<file path="src/rtl/xcvr_bus_arbiter.sv">
// Round-robin arbiter for two requesters sharing one ls245-style transceiver.
// Each transfer runs SETUP (DIR settles, OEn high), ACTIVE (OEn low), then TURN (OEn high).
module xcvr_bus_arbiter #(
    parameter int SETUP_CYC  = 1,
    parameter int ACTIVE_CYC = 2,
    parameter int TURN_CYC   = 1
) (
    input  logic       clk,
    input  logic       reset_n,
    input  logic [1:0] req,
    input  logic [1:0] wr,
    output logic [1:0] gnt,
    output logic [1:0] ack,
    output logic       latch_en,
    output logic       busy,
    output logic       xcvr_dir,
    output logic       xcvr_oen
);

    localparam int MAX_SA  = (SETUP_CYC > ACTIVE_CYC) ? SETUP_CYC : ACTIVE_CYC;
    localparam int MAX_CYC = (MAX_SA > TURN_CYC) ? MAX_SA : TURN_CYC;
    localparam int CW      = $clog2(MAX_CYC) + 1;

    localparam logic [CW-1:0] SETUP_LAST  = CW'(SETUP_CYC - 1);
    localparam logic [CW-1:0] ACTIVE_LAST = CW'(ACTIVE_CYC - 1);
    localparam logic [CW-1:0] TURN_LAST   = CW'(TURN_CYC - 1);

    typedef enum logic [1:0] {
        IDLE,
        SETUP,
        ACTIVE,
        TURN
    } state_t;

    state_t        state, state_nxt;
    logic [CW-1:0] cnt, cnt_nxt;
    logic          owner, owner_nxt;
    logic          dir_q, dir_nxt;
    logic          rr_last, rr_nxt;
    logic          win;
    logic          act_last;
    logic [1:0]    owner_oh;

    always_ff @(posedge clk) begin
        if (!reset_n) begin
            state   <= IDLE;
            cnt     <= '0;
            owner   <= 1'b0;
            dir_q   <= 1'b1;
            rr_last <= 1'b1;
        end else begin
            state   <= state_nxt;
            cnt     <= cnt_nxt;
            owner   <= owner_nxt;
            dir_q   <= dir_nxt;
            rr_last <= rr_nxt;
        end
    end

    // DIR is only ever reloaded on the IDLE->SETUP edge, so it cannot move while OEn is low.
    always_comb begin
        state_nxt = state;
        cnt_nxt   = cnt;
        owner_nxt = owner;
        dir_nxt   = dir_q;
        rr_nxt    = rr_last;
        win       = 1'b0;
        case (state)
            IDLE: begin
                if (req != 2'b00) begin
                    win       = (req == 2'b11) ? ~rr_last : req[1];
                    owner_nxt = win;
                    dir_nxt   = wr[win];
                    cnt_nxt   = '0;
                    state_nxt = SETUP;
                end
            end
            SETUP: begin
                if (cnt == SETUP_LAST) begin
                    cnt_nxt   = '0;
                    state_nxt = ACTIVE;
                end else begin
                    cnt_nxt = cnt + 1'b1;
                end
            end
            ACTIVE: begin
                if (cnt == ACTIVE_LAST) begin
                    rr_nxt    = owner;
                    cnt_nxt   = '0;
                    state_nxt = TURN;
                end else begin
                    cnt_nxt = cnt + 1'b1;
                end
            end
            TURN: begin
                if (cnt == TURN_LAST) begin
                    cnt_nxt   = '0;
                    state_nxt = IDLE;
                end else begin
                    cnt_nxt = cnt + 1'b1;
                end
            end
            default: begin
                cnt_nxt   = '0;
                state_nxt = IDLE;
            end
        endcase
    end

    // Outputs decode only from registered state, counter, owner and direction.
    always_comb begin
        owner_oh = owner ? 2'b10 : 2'b01;
        act_last = (state == ACTIVE) && (cnt == ACTIVE_LAST);
        gnt      = ((state == SETUP) || (state == ACTIVE)) ? owner_oh : 2'b00;
        ack      = act_last ? owner_oh : 2'b00;
        latch_en = act_last & ~dir_q;
        busy     = (state != IDLE);
        xcvr_oen = (state != ACTIVE);
        xcvr_dir = dir_q;
    end

endmodule

</file>
<file path="config.mk">
export PLATFORM = sky130hd
export DESIGN_NAME = xcvr_bus_arbiter
export DESIGN_NICKNAME = d
export VERILOG_FILES = /design/src/rtl/xcvr_bus_arbiter.sv
export SDC_FILE = /design/constraint.sdc
export NUM_CORES = 1
export LEC_CHECK = 0
export ABC_CLOCK_PERIOD_IN_PS = 3250
export BUFFER_PORTS_ARGS = -buffer_cell sky130_fd_sc_hd__buf_2
export CORE_MARGIN = 10
export CORE_UTILIZATION = 40
export DETAILED_ROUTE_END_ITERATION = 7
export GPL_TIMING_DRIVEN = 0
export HOLD_SLACK_MARGIN = 0.02
export PLACE_DENSITY = 0.66
export SLEW_MARGIN = 20
export SYNTH_ARGS = -nofsm -noshare
export SYNTH_HDL_FRONTEND = slang
export SYNTH_SLANG_ARGS = --single-unit
</file>
<file path="constraint.sdc">
create_clock -name clk -period 3.25 [get_ports clk]
set_input_delay 0.1625 -clock clk [delete_from_list [all_inputs] [get_ports clk]]
set_output_delay 0.1625 -clock clk [all_outputs]
set_load 0.05 [all_outputs]
</file>
==> impl_metrics.csv <==
group,metric,value,unit
power_and_ir_drop,p_per_area,693,nW/um^2
floorplanning,die_x,56.4,um
timing,clock.fmax,617,MHz
worst_setup_path,r2r_slack,1.75,ns
route,routedWlPerCell,11.8,um
floorplanning,num_rows,13,
worst_setup_path,cp_max_fo,5,
global_routing,overflow,0,
timing,min_period,1.62,ns
cells_and_area,area_delta_synth_final,19.9,%
power_and_ir_drop,swShare,49.4,%
synthesis,synthCells,63,
cells_and_area,postLayoutCellArea,634,um^2
cells_and_area,antennaDiodeCount,0,
worst_hold_path,whs_path_depth,2,
worst_setup_path,crit_path_max_incr_delay,0.40,ns
cts,htreeDepth,1,
power_and_ir_drop,intPower,0.000223,W
synthesis,yosysWarnings,0,
worst_setup_path,crit_path_start_kind,"flop",
global_routing,grt_max_degree,11,
global_routing,grt_pass1_wl,2020,um
synthesis,yosys_register_bits,7,
synthesis,async_reset_ff_share,0,%
timing,tightest_slew,0.411,ns
worst_hold_path,hp-class,"in2reg",
timing,fin_crit_sh,49.8,%
route,routed_wl,1110,um
route,ant_nets,0,
synthesis,yosysSeqAreaShare,26.5,%
floorplanning,die_height,56.4,um
global_routing,antenna_found_initial,0,
place,place_ws,1.73,ns
cts,cts_buffers,3,
power_and_ir_drop,seqPwrFrac,27.1,%
route,drc_errors,0,
synthesis,ys_types,25,
cts,clockBufferDepth,2,
place,io_buffers,12,
synthesis,synth_area,529,um^2
synthesis,synth_most_common_cell,"ha_1",
run_status,outcome,"complete, no violations",
cts,cts_root_buffer,"clkbuf_4",
synthesis,synth_top_cell_by_area,"dfxtp_1",
synthesis,avgSynthCellArea,8.40,um^2
worst_setup_path,path_cells,"inv_1, ha_1, nor2b_1, buf_2",
route,drt-initial-drc-count,10,
worst_setup_path,worst_setup_path_end_kind,"primary output",
timing,slew_headroom,72.6,%
global_routing,first_global_vias,455,
worst_setup_path,r2r-end,"state[1]$_SDFFE_PN0P_",
floorplanning,pin_count,14,
place,placed_area,608,um^2
job,maxCapViolCount,0,
timing,worst_slack,1.63,ns
synthesis,synth_top_area_share,26.5,%
cells_and_area,ff_latch_area,140,um^2
cts,cts_tree,"done",
cts,clock_sinks,7,
power_and_ir_drop,ir_drop,0.000366,V
floorplanning,dieArea,3180,um^2
timing,clock_skew,0.00804,ns
route,vias_per_cell,5.05,
cts,clkLatencyLatePin,0.25,ns
floorplanning,start_util,41.7,%
worst_setup_path,critPathBufInv,2,
worst_setup_path,r2r_start,"state[1]$_SDFFE_PN0P_",
cts,cts_hold_buf,0,
cts,clkSlewWorstSetupHoldPaths,0.06,ns
timing,setup_viol,0,
worst_setup_path,required,3.09,ns
power_and_ir_drop,pwr-share-comb,54.7,%
cells_and_area,drive_above_1_share,27.8,%
timing,slew_viol_final,0,
power_and_ir_drop,clockPowerShare,18.2,%
synthesis,synth_common_cells,"ha_1, inv_1, nand2_1",
timing,finalSetupTns,0,ns
worst_hold_path,hp-start,"reset_n",
cells_and_area,multi_input_comb_area,350,um^2
route,dr.pass1.iters,2,
worst_setup_path,cpLargestDelayFamily,"flip-flops",
cts,cts_resized,0,
worst_setup_path,worst_path_max_delay_cell,"dfxtp_1",
synthesis,synth_ff_type,"dfxtp_1",
synthesis,synth_nets,78,
place,gp_congestion,0.810,
synthesis,synth_edf_count,0,
power_and_ir_drop,cellLeakagePower,0.318,nW
global_routing,grt_usage,7.82,%
power_and_ir_drop,p_switching,0.000217,W
cells_and_area,fillers,130,
worst_setup_path,cp_data_arrival_time,1.46,ns
cells_and_area,fin_nets,95,
worst_hold_path,holdPathEnd,"rr_last$_SDFFE_PN1P_",
worst_setup_path,reg2regPathDepth,5,
place,hpwl,896,um
cts,cts_setup_buffers,0,
timing,rsz0062_at_grt,"false",
synthesis,yosys-top-cells-area,"dfxtp_1, ha_1, inv_1, nand2_1, mux2i_1",
route,vias,475,
timing,holdWs,0.278,ns
floorplanning,core-area,1270,um^2
timing,hold_viol_final,0,
worst_setup_path,critPathKind,"reg2out",
stage by stage:
step,power (W),util [%],instances
floorplan,0.000310,-,63
global placement,0.000362,47.9,90
detailed placement,0.000365,47.9,90
CTS,0.000448,50.0,94
global route,0.000480,50.0,94
finish,0.000440,50.0,94
power groups by stage:
stage	logic [W]	registers [W]	clock network [W]
final	0.000241	0.000119	0.0000798
after global routing	0.000267	0.000122	0.0000903
after CTS	0.000245	0.000119	0.0000835
after detailed placement	0.000245	0.000120	0
after global placement	0.000241	0.000120	0
after floorplan	0.000182	0.000128	0
layout make-up:
class | instances | area share, %
multi-input combinational | 46 | 55.2
sequential | 7 | 22.1
timing repair buffer | 12 | 9.47
inverter | 8 | 4.73
clock buffer | 4 | 4.14
tap | 15 | 2.96
buffer | 2 | 1.38
state kept, by name, summed over array words and instances, names as in the netlist:
signal    cells
state         2
rr_last       1
xcvr_dir      1
owner         1
cnt           2
worst max-delay path by stage:
stage	start	end	slack, ns	cells after the start
global placement	state[1]$_SDFFE_PN0P_	state[0]$_SDFFE_PN0P_	1.76	5
global route	state[0]$_SDFFE_PN0P_	latch_en	1.51	5
finish	state[1]$_SDFFE_PN0P_	gnt[0]	1.63	4
floorplan	state[1]$_SDFFE_PN0P_	gnt[0]	1.63	3
detailed placement	state[1]$_SDFFE_PN0P_	state[0]$_SDFFE_PN0P_	1.73	5
CTS	state[1]$_SDFFE_PN0P_	gnt[0]	1.62	4
cells in the final DEF (no fill, tap or decap):
master / n
a21oi_1: 2
a221oi_2: 1
a31oi_1: 1
a32o_2: 1
a32oi_1: 1
and2_1: 1
and3_1: 1
and3_2: 2
and3b_1: 1
buf_2: 13
clkbuf_1: 2
clkbuf_4: 3
dfxtp_1: 7
ha_1: 9
inv_1: 8
mux2i_1: 2
nand2_1: 8
nand2b_1: 1
nand3b_1: 1
nor2_1: 2
nor2_2: 1
nor2b_1: 3
o21a_1: 2
o21ai_0: 4
o21ba_2: 1
or3b_1: 1
worst reg2reg max path: stages (launching register included):
cell and delay [ns]:
dfxtp_1 0.40, inv_1 0.11, ha_1 0.18, buf_2 0.18, a221oi_2 0.35, mux2i_1 0.21
layer usage:
layer / global-route usage [%] / wire length (um) / vias to the layer above
li1: - / - / 245
met1: 8.48 / 472 / 216
met2: 12.0 / 511 / 12
met3: 6.07 / 119 / 2
met4: 1.03 / 4 / 0
met5: 0 / 0 / -
cells by family after synthesis:
| logic type | after synthesis | synth area share, % |
|---|---|---|
| muxes | 2 | 3.78 |
| and+or+nand+nor | 22 | 22.9 |
| AOI/OAI and AO/OA | 13 | 18.2 |
| adders and majority gates | 9 | 21.3 |
| buffers and inverters | 10 | 7.33 |
| DFF | 7 | 26.5 |
Note: power is estimated with default switching activity, not from simulation.
